File: config.mk
export PLATFORM = sky130hd
export DESIGN_NAME = score4_game_ctrl
export DESIGN_NICKNAME = d
export VERILOG_FILES = /design/src/rtl/score4_pkg.sv /design/src/rtl/score4_frame_tick.sv /design/src/rtl/score4_game_ctrl.sv
export SDC_FILE = /design/constraint.sdc
export NUM_CORES = 1
export LEC_CHECK = 0
export ABC_AREA = 1
export CORE_AREA = 2 2 116 203
export DETAILED_ROUTE_END_ITERATION = 6
export DIE_AREA = 0 0 118 205
export PLACE_DENSITY = 0.55
export SLEW_MARGIN = 40
export SYNTH_ARGS = -nofsm -noshare
export SYNTH_HDL_FRONTEND = slang
export SYNTH_SLANG_ARGS = --single-unit
File: constraint.sdc
create_clock -name clk -period 12 [get_ports clk]
set_clock_uncertainty 0.2 [all_clocks]
set_input_delay 2.4 -clock clk [delete_from_list [all_inputs] [get_ports clk]]
set_output_delay 2.4 -clock clk [all_outputs]
set_load 0.01 [all_outputs]
File: src/rtl/score4_pkg.sv
// score4_pkg: board geometry, FSM states, result encoding and cell indexing.
package score4_pkg;
  localparam int ROWS = 6;
  localparam int COLS = 7;
  localparam int CELLS = ROWS * COLS;
  typedef enum logic [2:0] {IDLE, FIND, PLACE, CHECK, WIN, NEXT, CLEAR} state_t;
  localparam logic [1:0] W_NONE = 2'b00;
  localparam logic [1:0] W_RED = 2'b01;
  localparam logic [1:0] W_YELLOW = 2'b10;
  localparam logic [1:0] W_DRAW = 2'b11;
  function automatic logic [5:0] cell_idx(input logic [3:0] r, input logic [3:0] c);
    logic [5:0] rr, cc;
    rr = {2'b00, r};
    cc = {2'b00, c};
    return rr * 6'd7 + cc;
  endfunction
endpackage

File: src/rtl/score4_frame_tick.sv
// score4_frame_tick: one tick per frame at the start of vertical blanking, plus per-tick button press detection.
module score4_frame_tick #(
  parameter int VBLANK_ROW = 480
) (
  input  logic       clk,
  input  logic       rst,
  input  logic [9:0] rows_i,
  input  logic [9:0] columns_i,
  input  logic       btn_left,
  input  logic       btn_right,
  input  logic       btn_drop,
  output logic       tick,
  output logic       press_left,
  output logic       press_right,
  output logic       press_drop
);
  logic at_vb, at_vb_q;
  logic [2:0] hist;
  // columns_i holds each value for two cycles, so only the rising edge of the match counts
  assign at_vb = rows_i == 10'(VBLANK_ROW) && columns_i == 10'd0;
  assign tick = at_vb & ~at_vb_q;
  assign press_left = tick & btn_left & ~hist[0];
  assign press_right = tick & btn_right & ~hist[1];
  assign press_drop = tick & btn_drop & ~hist[2];
  always_ff @(posedge clk or posedge rst)
    if (rst) begin
      at_vb_q <= 1'b0;
      hist <= 3'b000;
    end else begin
      at_vb_q <= at_vb;
      if (tick) hist <= {btn_drop, btn_right, btn_left};
    end
endmodule

File: src/rtl/score4_game_ctrl.sv
// score4_game_ctrl: frame-synchronous Score 4 sequencer; drops pieces, checks four-in-a-row, publishes state in vblank.
module score4_game_ctrl
  import score4_pkg::*;
#(
  parameter int VBLANK_ROW = 480,
  parameter int CURSOR_INIT = 3
) (
  input  logic             clk,
  input  logic             rst,
  input  logic [9:0]       rows_i,
  input  logic [9:0]       columns_i,
  input  logic             btn_left,
  input  logic             btn_right,
  input  logic             btn_drop,
  output logic [2:0]       cursor_col,
  output logic             player,
  output logic [CELLS-1:0] board_red,
  output logic [CELLS-1:0] board_yellow,
  output logic [1:0]       winner,
  output logic             game_over
);
  state_t state, state_n;
  logic tick, p_l, p_r, p_d;
  logic [3:0] scan_r;
  logic signed [3:0] lr, lc, pr, pc, cr, cc, dr, dc;
  logic [1:0] dir, k;
  logic neg, hit, end_side, empty;
  logic [2:0] run, run_n;
  logic [5:0] count, idx_find;
  logic [CELLS-1:0] own;

  score4_frame_tick #(.VBLANK_ROW(VBLANK_ROW)) u_tick (
    .clk(clk), .rst(rst), .rows_i(rows_i), .columns_i(columns_i),
    .btn_left(btn_left), .btn_right(btn_right), .btn_drop(btn_drop),
    .tick(tick), .press_left(p_l), .press_right(p_r), .press_drop(p_d)
  );

  assign game_over = winner != W_NONE;

  always_ff @(posedge clk or posedge rst)
    if (rst) state <= IDLE;
    else state <= state_n;

  always_comb begin
    state_n = state;
    case (state)
      IDLE: if (tick) state_n = p_d ? (game_over ? CLEAR : FIND) : IDLE;
      FIND: state_n = empty ? PLACE : (scan_r == 4'd5 ? IDLE : FIND);
      PLACE: state_n = CHECK;
      CHECK: state_n = run_n >= 3'd4 ? WIN : (end_side && neg && dir == 2'd3 ? NEXT : CHECK);
      default: state_n = IDLE;
    endcase
  end

  // walk one cell from (pr,pc) along the current direction, negated on the second side
  always_comb begin
    dr = dir == 2'd0 ? 4'sd0 : 4'sd1;
    dc = dir == 2'd1 ? 4'sd0 : (dir == 2'd3 ? -4'sd1 : 4'sd1);
    cr = neg ? pr - dr : pr + dr;
    cc = neg ? pc - dc : pc + dc;
    own = player ? board_yellow : board_red;
    hit = cr >= 4'sd0 && cr < 4'(ROWS) && cc >= 4'sd0 && cc < 4'(COLS) && own[cell_idx(cr, cc)];
    run_n = run + {2'b00, hit};
    end_side = !hit || k == 2'd2;
    idx_find = cell_idx(scan_r, {1'b0, cursor_col});
    empty = !(board_red[idx_find] | board_yellow[idx_find]);
  end

  always_ff @(posedge clk or posedge rst)
    if (rst) begin
      cursor_col <= 3'(CURSOR_INIT);
      player <= 1'b0;
      board_red <= '0;
      board_yellow <= '0;
      winner <= W_NONE;
      scan_r <= '0;
      lr <= '0;
      lc <= '0;
      pr <= '0;
      pc <= '0;
      dir <= '0;
      k <= '0;
      neg <= 1'b0;
      run <= '0;
      count <= '0;
    end else begin
      case (state)
        IDLE: begin
          scan_r <= '0;
          if (!game_over && !p_d && (p_l ^ p_r))
            cursor_col <= p_l ? cursor_col - {2'b00, cursor_col != 3'd0}
                              : cursor_col + {2'b00, cursor_col != 3'd6};
        end
        FIND: if (!empty) scan_r <= scan_r + 4'd1;
        PLACE: begin
          if (player) board_yellow[idx_find] <= 1'b1;
          else board_red[idx_find] <= 1'b1;
          lr <= scan_r;
          lc <= {1'b0, cursor_col};
          pr <= scan_r;
          pc <= {1'b0, cursor_col};
          dir <= '0;
          k <= '0;
          neg <= 1'b0;
          run <= 3'd1;
          count <= count + 6'd1;
        end
        CHECK: begin
          run <= run_n;
          if (end_side) begin
            pr <= lr;
            pc <= lc;
            k <= '0;
            neg <= ~neg;
            if (neg) begin
              dir <= dir + 2'd1;
              run <= 3'd1;
            end
          end else begin
            pr <= cr;
            pc <= cc;
            k <= k + 2'd1;
          end
        end
        WIN: winner <= player ? W_YELLOW : W_RED;
        NEXT: if (count == 6'(CELLS)) winner <= W_DRAW;
              else player <= ~player;
        CLEAR: begin
          board_red <= '0;
          board_yellow <= '0;
          count <= '0;
          player <= 1'b0;
          cursor_col <= 3'(CURSOR_INIT);
          winner <= W_NONE;
        end
        default: ;
      endcase
    end
endmodule

## Yosys cells after proc, flatten, opt, wreduce, memory -nomap -nowiden

Index checks and enable logic that the tools add are counted.

- Multiply operators: 2
- Bitwise operators: 17
- Reductions and logical operators: 33
- Mux-type cells: 51
- Magnitude comparators: 8
- Add/sub/neg operators: 13
- Eq/ne operators: 22

Operators with widths:

| kind | number |
|---|---|
| $pmux W42 S2 | 2 |
| $mux W42 | 3 |
| $or A42 B42 Y42 | 2 |
| $mux W4 | 7 |
| $mux W3 | 9 |
| $pmux W4 S2 | 3 |
| $bmux W1 S6 | 3 |
| $ne A2 B2 Y1 const B | 8 |
| $lt A6 B7 Y1 const B | 2 |
| $reduce_and A2 Y1 | 7 |
| $mul A4 B3 Y6 const B | 2 |
| $mux W2 | 6 |
| $pmux W3 S2 | 2 |
| $pmux W3 S4 | 1 |
| $pmux W6 S2 | 1 |
| $reduce_bool A2 Y1 | 6 |
| $eq A10 B9 Y1 const B | 1 |
| $logic_and A1 B1 Y1 | 10 |
| $logic_not A10 Y1 | 1 |
| $eq A3 B3 Y1 const B | 3 |
| $ge A4 B1 Y1 const B | 2 |
| $lt A4 B4 Y1 const B | 2 |
| $mux W1 | 8 |
| $pmux W2 S2 | 2 |
| other kinds (34) | 53 |

- Register bits after elaboration: 130
- Logic and storage cells: 164

## Depth between registers and ports, before layout

Gate-level depths: netlist of the first run.

- Depth in word-level cells: 16
- Depth in mapped cells: 32

## Cells and area by module

A second synthesis of the first run with hierarchy kept.

- Cell total of the unflattened synthesis: 1073
- Area, all modules: 8224.1 um2

Modules (own cells, without submodules):

| module | sequential area each (um2) | area each (um2) | instances | cells each |
|---|---|---|---|---|
| score4_game_ctrl | 3155.5 | 7925.1 | 1 | 1030 |
| score4_frame_tick | 100.1 | 299.0 | 1 | 43 |

## Worst setup path before layout of the first run

OpenSTA, ideal clock, no wires.

- Path type: reg-to-reg
- From: register dir[0]
- To: register state[0]
- Path slack: 6.684 ns
- Arrival: 4.989 ns
- Cell stages (with the launch flop): 28
- Clock period less this slack: 5.316 ns
- Path buffers: 0
- Cells stage by stage: dfrtp_1 inv_1 ha_1 nor2_2 inv_1 fa_1 xor2_1 inv_1 fa_1 inv_1 fa_1 fa_1 nor2_1 inv_1 a21oi_1 nor2_1 nand2_1 nand3b_1 nand2_1 nand2_2 nand2_1 inv_1 ha_1 ha_1 xor2_1 inv_1 a21oi_1 nand3_1

- Cells in the longest elaborated chain, start to end: 13

Ends and longest elaborated chain:

| element | RTL line | text |
|---|---|---|
| from (decl) | score4_game_ctrl.sv:26 | `logic [1:0] dir, k;` |
| from (signal assigned) | score4_game_ctrl.sv:116 | `dir <= dir + 2'd1;` |
| $logic_not A2 Y1 / $eq A2 B2 Y1 (equally long branches) | score4_game_ctrl.sv:57, score4_game_ctrl.sv:58 |  |
| $mux W1 / $mux W4 (equally long branches) | score4_game_ctrl.sv:57, score4_game_ctrl.sv:58 |  |
| $add A4 B2 Y4, or another cell as far along | score4_game_ctrl.sv:59 | `cr = neg ? pr - dr : pr + dr;` |
| $mux W4, or another cell as far along | score4_game_ctrl.sv:59 |  |
| $mul A4 B3 Y6, or another cell as far along | score4_pkg.sv:15 | `return rr * 6'd7 + cc;` |
| $add A6 B4 Y6, or another cell as far along | score4_pkg.sv:15 |  |
| $bmux W1 S6 / $logic_and A1 B1 Y1 (equally long branches) | score4_game_ctrl.sv:62 | `hit = cr >= 4'sd0 && cr < 4'(ROWS) && cc >= 4'sd0 && cc < 4'(COLS) && own[cell_idx(cr, cc)];` |
| $mux W1 (implied by the code) / $logic_and A1 B1 Y1 (equally long branches) | score4_game_ctrl.sv:62 |  |
| $logic_and A1 B1 Y1 * | score4_game_ctrl.sv:62 |  |
| $add A3 B1 Y3 * | score4_game_ctrl.sv:63 | `run_n = run + {2'b00, hit};` |
| $ge A3 B3 Y1 * | score4_game_ctrl.sv:50 | `CHECK: state_n = run_n >= 3'd4 ? WIN : (end_side && neg && dir == 2'd3 ? NEXT : CHECK);` |
| $mux W3 * | score4_game_ctrl.sv:50 |  |
| $pmux W3 S4 * | score4_game_ctrl.sv:46 | `case (state)` |
| to (signal assigned) | score4_game_ctrl.sv:42 | `else state <= state_n;` |
| to (decl) | score4_game_ctrl.sv:22 | `state_t state, state_n;` |

Every way passes the cells marked *; elsewhere a longest branch is shown, timed or not. The select of a mux whose other input is x is not followed.
A chain may end at the register's enable or synchronous reset.

## Worst setup path in the final report of the first run

Same ends and word-level chain as after synthesis.

==> results.cfg, run 1 <==
[status]
status = finished with violations
failed_checks = design-rule violations

[critical_path]
critPathKind = reg2reg
reg2regPathDepth = 27
regToRegSetupSlack_ns = 6.00
reg2reg_from = dir[0]
critical_path_peak_fanout = 9
crit_family = adder cells
cpMostUsedCell = inv_1
cp.arrival_ns = 6.11
crit_path_start_kind = flop
worstReg2RegEnd = state[0]
endpoint_kind = flop
max_stage_delay_ns = 0.65
cp_data_required_time_ns = 12.11
critPathBufInv = 7
slowest_stage = fa_1

[clocking]
cts_tree = yes
cts-root-buf = clkbuf_16
cts_repair_resize_count = 0
ctsLongestPathBuffers = 2
post_cts_buffers = 0
cts_inserted_buffers = 17
path_clk_slew_ns = 0.06
htreeDepth = 4
cts.sinks = 130
insertion_delay_ns = 0.44
cts_hold_buf = 0

[final_layout]
final_layout_size_suffix_gt1_share_pct = 5.284
area_growth_pct = 23.22
nNetsFinal = 1335
finalNonFillerCells = 1568
fin_area_um2 = 10430
register_area_um2 = 3257
antenna_cells = 0
fillCellCount = 2358
multiInputGateArea_um2 = 4400

[global_routing]
gr-total-overflow = 0
grt_max_degree = 74
grt_pass1_vias = 8156
grt_pass1_wl_um = 43520
antenna_found_initial = 0
track_usage_pct = 23.23

[worst_hold_path]
hp-start = lr[0]
min_path_type = reg2reg
holdPathStages = 2
min_to = lr[0]

[floorplan]
coreArea_um2 = 22560
ioPinCount = 116
fp-row-count = 73
die_h_um = 205
die_w_um = 118
initial_utilization_pct = 37.52
die_area_um2 = 24190

[synth]
synthCells = 1158
synthSimpleGateAreaFrac_pct = 27.15
synthDistinctLibCells = 42
synth_xor_area_share_pct = 1.744
yosysWarnings = 0
synth_fp_nets = 1237
syn_area_um2 = 8464
ys_async_sr_fraction_pct = 100.0
synth-seq-area-share_pct = 38.46
synth_top_family_by_area = simple AND/OR/NAND/NOR gates
synth_ff_type = dfrtp_1
ys_ff_latch = 130
synth-edff-count = 0
avgSynthCellArea_um2 = 7.309
synth_mux_area_share_pct = 0
synth-compound-area-share_pct = 13.64
synth-adder-area-share_pct = 9.224

[timing]
finalMaxSlewViolations = 0
min_period_ns = 5.996
fmax_ghz = 0.1668
setup_slack_ns = 6.004
final-hold-violation-count = 0
fin_crit_sh_pct = 49.97
slew_headroom_pct = 47.31
setup_tns_ns = 0
rsz0062_at_grt = no
finalSetupViolCount = 0
tightest_slew_ns = 0.7903

[routing]
vias = 8088
antenna_left = 0
drc_errors = 1
wl_um = 27160
firstDrtPassIters = 7
wire_per_inst_um = 17.32
drt_iter0_markers = 511
avgViaCountPerCell = 5.158

[placement]
placed_area_um2 = 9866
place_congestion = 0.8741
hpwlAfterDp_um = 19230
port_buffers = 115
dp_slack_ns = 5.986
placed_cells = 1537

[flow_run]
maxCapViolations = 0
## synthesized netlist by cell type, drive strengths merged (5+ instances only)
master | n | area (µm²)
a21oi | 99 | 506.7
a22o | 12 | 105.1
buf | 25 | 136.4
clkbuf | 18 | 67.56
dfrtp | 128 | 3203
fa | 14 | 280.3
ha | 40 | 500.5
inv | 164 | 615.6
nand2 | 298 | 1134
nand3 | 81 | 437.9
nand4 | 18 | 118.9
nor2 | 115 | 456.7
nor3 | 14 | 92.59
o21ai | 84 | 420.4
o22ai | 15 | 93.84
xnor2 | 5 | 43.79
xor2 | 11 | 103.9
## how the worst max path moves through the flow
stage	to	slack, ns	cells past startpoint	from
global placement	state[0]	6.14	27	dir[0]
floorplan	board_red[0]	5.93	1	rst
finish	state[0]	6.00	27	dir[0]
global route	state[0]	5.45	27	dir[0]
CTS	state[0]	5.98	27	dir[0]
detailed placement	state[0]	5.99	27	dir[0]
## tightest hold or removal path: stages, from the launching register on
cell	delay (ns)
dfrtp_1	0.34
nand2_1	0.06
nand2_1	0.05
## flip-flops by register name (all words and copies together) (netlist names)
register / flops
winner: 2
u_tick.at_vb_q: 1
pc: 4
k: 2
scan_r: 4
count: 6
state: 3
lr: 4
board_yellow: 42
player: 1
neg: 1
board_red: 42
lc: 3
run: 3
cursor_col: 3
u_tick.hist: 3
dir: 2
pr: 4
## cell usage in the layout (no fill, tap or decap), types with 14 or more instances in the layout
master	netlist	final
fa_1	14	14
dfrtp_1	128	127
nand3_1	76	76
nand4_1	17	17
nand2_1	294	294
o22ai_1	15	15
o21ai_0	79	79
nor2_1	109	108
ha_1	40	40
a21oi_1	98	97
inv_1	160	158
clkdlybuf4s50_1	0	115
clkbuf_16	0	17
## cell type report
type	count	area share (%)
Clock buffer	21	4.319
Clock inverter	10	1.068
Inverter	166	6.022
Multi-Input combinational cell	819	42.19
Sequential cell	130	31.23
Tap cell	300	3.599
Timing Repair Buffer	122	11.58
## logic make-up (layout without fill, tap and decap cells)
kind of cell | Yosys count | after routing
simple gates | 535 | 535
fa+ha+maj | 54 | 54
compound gates | 214 | 214
flops | 130 | 130
xor+xnor | 16 | 16
buf+inv | 209 | 319
## through the flow
stage               util, %  hold slack (ns)
finish                46.23           0.2726
detailed placement    43.73           0.2604
global route          46.23           0.2996
global placement      43.71           0.2583
floorplan                 -           0.2422
CTS                   46.22           0.2756
## layer usage
metal	vias to the layer above	GRT usage (%)	wire length (µm)
met5	-	0	0
met4	0	10.20	930
met3	48	3.870	1153
met2	228	41.99	14170
met1	3894	26.86	10910
li1	3918	-	-
Power of run 1 is not shown: default switching activity piles up to over one toggle a cycle in this logic, so the estimate is an artifact.
==> run 2, diff against run 1 <==
--- a/config.mk
+++ b/config.mk
@@ -9,7 +9,7 @@
 export CORE_AREA = 2 2 116 203
 export DETAILED_ROUTE_END_ITERATION = 6
 export DIE_AREA = 0 0 118 205
-export PLACE_DENSITY = 0.55
+export PLACE_DENSITY = 0.57
 export SLEW_MARGIN = 40
 export SYNTH_ARGS = -nofsm -noshare
 export SYNTH_HDL_FRONTEND = slang
==> constraint.sdc (replaced) <==
create_clock -name clk -period 5.05 [get_ports clk]
set_clock_uncertainty 0.2 [all_clocks]
set_input_delay 1.01 -clock clk [delete_from_list [all_inputs] [get_ports clk]]
set_output_delay 1.01 -clock clk [all_outputs]
set_load 0.01 [all_outputs]
==> run 2 against run 1 <==
Effect of this change: the run now ends clean; register-to-register slack got worse by 5.8 ns; count of clock-buffer cells in the layout decreased by 2; worst hold slack gained 0.0083 ns; final cell count increased by 2.3%; die area stayed put; non-clock buffer count is 35 higher; setup slack worse by 5.8 ns.
==> results.cfg, run 2 (synthesis gave the netlist of run 1 again) <==
[global_routing]
gr-total-overflow = 0
grt_pass1_wl_um = 44190
grt_pass1_vias = 8545
track_usage_pct = 23.53
grt_max_degree = 79
antenna_found_initial = 0

[timing]
tightest_slew_ns = 0.7756
fmax_ghz = 0.2049
setup_tns_ns = 0
fin_crit_sh_pct = 96.67
finalMaxSlewViolations = 0
final-hold-violation-count = 0
rsz0062_at_grt = yes
finalSetupViolCount = 0
min_period_ns = 4.882
slew_headroom_pct = 48.29

[clocking]
insertion_delay_ns = 0.44
htreeDepth = 4
ctsLongestPathBuffers = 2
path_clk_slew_ns = 0.06
cts_tree = yes
cts.sinks = 130
cts-root-buf = clkbuf_16
cts_inserted_buffers = 17

[final_layout]
fin_area_um2 = 10940
final_common_cell = nand2_1
final_layout_size_suffix_gt1_share_pct = 10.05
area_growth_pct = 29.30
reg.largest.list = board_red x42, board_yellow x42, count x6
antenna_cells = 0
finalNonFillerCells = 1604
final_cell_mix = nand2_1, inv_1, dfrtp_1
nNetsFinal = 1370

[routing]
drc_errors = 0
firstDrtPassIters = 6
top_layer = met4
vias = 8271
wl_met1_um = 9940
avgViaCountPerCell = 5.156
drt_iter0_markers = 492
wl_um = 27550
antenna_left = 0
wire_per_inst_um = 17.17
wl_met3_um = 1086
routed-wl-met2_um = 14820

[placement]
place_congestion = 0.9033
hpwlAfterDp_um = 20360
port_buffers = 115
placed_cells = 1566
placed_area_um2 = 10120

[worst_hold_path]
min_path_type = reg2reg

[critical_path]
critical_path_peak_fanout = 4
cp_data_required_time_ns = 5.17
crit_family = adder cells
cp.arrival_ns = 5.00
cpMostUsedCell = inv_2
endpoint_kind = flop
max_stage_delay_ns = 0.65
slowest_stage = fa_2
critPathBufInv = 8
critPathKind = reg2reg
crit_path_start_kind = flop

[floorplan]
ioPinCount = 116
die_h_um = 205
initial_utilization_pct = 37.52
die_area_um2 = 24190
fp-row-count = 73
die_w_um = 118
coreArea_um2 = 22560

[status]
status = finished clean

[flow_run]
maxCapViolations = 0
[run 2: cell count changes in the layout (fill, tap and decap cells not counted), sizes merged]
cell    before  now
buf          7   42
bufinv       2    5
inv        164  166
clkbuf      21   19
clkinv       7    5
[run 2: path summary, 6_finish.rpt]
check	from	endpoint	slack, ns	cells after the start
min	lr[1]	lr[1]	0.28	2
max reg2reg	dir[0]	state[0]	0.17	28
max in group asynchronous	rst	board_yellow[32]	2.92	3
min in group asynchronous	rst	count[3]	0.83	2
max	dir[0]	state[0]	0.17	28
min reg2reg	lr[1]	lr[1]	0.28	2
[run 2: worst register-to-register path: cells and delay by family, from the launching register on]
family | cells | cell delay (ns)
AO/OA/AOI/OAI | 1 | 0.10
XOR/XNOR | 1 | 0.17
adder cells (fa/ha/maj) | 8 | 2.77
buffers and inverters | 8 | 0.48
flip-flops | 1 | 0.35
AND/OR/NAND/NOR | 10 | 0.67
[run 2: repair_timing]
action                                  in CTS  in global routing
endpoints found under the setup margin       3                  9
pin swaps                                   13                 12
hold buffers                                 0                  0
buffers inserted                             4                  2
resized for setup                           15                 13
[run 2: stage by stage]
stage	setup WS (ns)	utilization (%)	hold slack [ns]
global route	-0.04949	48.51	0.2991
finish	0.1684	48.51	0.2809
detailed placement	-0.07188	44.87	0.2681
floorplan	0.004176	-	0.2422
global placement	-0.01663	44.87	0.2551
CTS	0.01099	48.16	0.2829
[run 2: final cells by class]
cell class	count	area, µm²
fillers	2323	11620
multi-input cells	819	4543
flip-flops and latches	130	3257
repair buffers	157	1483
inverters	166	628.1
clock buffers	19	452.9
well taps	300	375.4
clock inverters	13	205.2
[run 2: metal layers]
layer / GRT usage (%) / vias up
met5: 0 / -
met4: 16.61 / 0
met3: 3.536 / 95
met2: 43.40 / 259
met1: 24.16 / 3925
li1: - / 3992
Power of run 2 is left out for the same reason.
==> run 3, diff against run 2 <==
--- a/config.mk
+++ b/config.mk
@@ -9,7 +9,9 @@
 export CORE_AREA = 2 2 116 203
 export DETAILED_ROUTE_END_ITERATION = 6
 export DIE_AREA = 0 0 118 205
-export PLACE_DENSITY = 0.57
+export GPL_ROUTABILITY_DRIVEN = 1
+export PLACE_DENSITY = 0.55
+export SKIP_LAST_GASP = 1
 export SLEW_MARGIN = 40
 export SYNTH_ARGS = -nofsm -noshare
 export SYNTH_HDL_FRONTEND = slang
==> constraint.sdc (replaced) <==
create_clock -name clk -period 5.1 [get_ports clk]
set_clock_uncertainty 0.2 [all_clocks]
set_input_delay 1.02 -clock clk [delete_from_list [all_inputs] [get_ports clk]]
set_output_delay 1.02 -clock clk [all_outputs]
set_load 0.01 [all_outputs]
==> run 3 against run 2 <==
Effect of this change: sequential cell count unchanged; global-route usage rose by 0.061 points; via count up 0.46%; core utilization fell by 0.45 points; first-iteration DRC count up 1.8%; final cell count down 0.50%; cell area fell by 0.94%; non-clock buffer count down 8; routed wire length grew 1.7%; setup slack got worse by 0.010 ns; count of clock-buffer cells in the layout grew 4; maximum frequency down 1.2%.
==> results.cfg, run 3 (synthesis gave the netlist of run 1 again) <==
[global_routing]
grt_max_degree = 83
use_met2_pct = 44.73
grt_pass1_wl_um = 44040
met1_usage_pct = 23.62
track_usage_pct = 23.59
top_usage_layer = met2
met3_usage_pct = 3.814
gr-total-overflow = 0
antenna_found_initial = 0
grt_pass1_vias = 8299

[clocking]
insertion_delay_ns = 0.44
ctsLongestPathBuffers = 2
cts_inserted_buffers = 17
cts_hold_buf = 0
path_clk_slew_ns = 0.06
htreeDepth = 4
cts-root-buf = clkbuf_16
cts_tree = yes
cts.sinks = 130

[floorplan]
die_w_um = 118
initial_utilization_pct = 37.52
coreArea_um2 = 22560
ioPinCount = 116
die_area_um2 = 24190
fp-row-count = 73
die_h_um = 205

[critical_path]
reg2regPathDepth = 29
critPathKind = reg2reg
cp_data_required_time_ns = 5.22
cp.arrival_ns = 5.06
slowest_stage = fa_2
crit_path_start_kind = flop
critical_path_peak_fanout = 4
max_stage_delay_ns = 0.63
endpoint_kind = flop

[timing]
fin_crit_sh_pct = 96.90
setup_tns_ns = 0
finalMaxSlewViolations = 0
slew_headroom_pct = 47.35
fmax_ghz = 0.2024
tightest_slew_ns = 0.7898
final-hold-violation-count = 0
rsz0062_at_grt = yes
min_period_ns = 4.942
finalSetupViolCount = 0

[routing]
vias = 8309
wire_per_inst_um = 17.56
wl_um = 28030
antenna_left = 0
drt_iter0_markers = 501
firstDrtPassIters = 5
avgViaCountPerCell = 5.206
drc_errors = 0

[final_layout]
fillCellCount = 2306
final_layout_size_suffix_gt1_share_pct = 9.182
reg.largest.list = board_red x42, board_yellow x42, count x6
nNetsFinal = 1362
final_cell_mix = nand2_1, inv_1, dfrtp_1
final_common_cell = nand2_1
area_growth_pct = 28.09
antenna_cells = 0

[placement]
place_congestion = 0.9202
hpwlAfterDp_um = 20450
port_buffers = 115

[worst_hold_path]
holdPathStages = 2
min_path_type = reg2reg

[status]
status = finished clean

[flow_run]
maxCapViolations = 0
-- run 3: stage by stage --
stage               cell area, µm²  hold slack, ns  setup WS (ns)  std cells  util (%)
floorplan                     8489          0.2422        0.02015       1158         -
global placement             10060          0.2587        0.05365       1559     44.61
detailed placement           10060          0.2583       -0.08929       1559     44.61
CTS                          10760          0.2726       0.009093       1594     47.68
global route                 10840          0.2909        -0.1253       1596     48.06
finish                       10840          0.2733         0.1584       1596     48.06
-- run 3: final cells by class --
class | instances | area [µm²] | share of cell area, %
multi-input combinational | 819 | 4528 | 41.77
sequential | 130 | 3257 | 30.04
timing repair buffer | 149 | 1423 | 13.12
inverter | 166 | 628.1 | 5.793
clock buffer | 23 | 478.0 | 4.409
tap | 300 | 375.4 | 3.462
clock inverter | 9 | 152.6 | 1.408
-- run 3: final timing paths --
path	start	to	slack, ns
worst max-delay path	dir[1]	state[0]	0.16
worst min-delay path	lr[3]	lr[3]	0.27
worst max register to register	dir[1]	state[0]	0.16
worst min register to register	lr[3]	lr[3]	0.27
max in group asynchronous	rst	board_red[36]	2.96
min in group asynchronous	rst	scan_r[0]	0.83
-- run 3: worst max-delay path: cells and delay by family (launching register included) --
family	cells	cell delay, ns
and+or+nand+nor	10	0.64
xor gates and xnor gates	2	0.37
adders and majority gates	8	2.63
buffers and inverters	8	0.52
DFF	1	0.35
AOI/OAI and AO/OA	1	0.12
-- run 3: timing repair --
item / CTS / global route
endpoints found under the setup margin: 1 / 9
pin swaps: 5 / 15
gates resized for setup: 11 / 15
hold endpoints to repair: 0 / 0
buffers inserted: 3 / 2
-- run 3: per-layer routing --
metal	part of all wire, %	vias up
met4	6.3	0
met1	36	4006
met2	54	253
met5	0	-
met3	3.9	90
li1	-	3960
Power of run 3 is left out for the same reason.
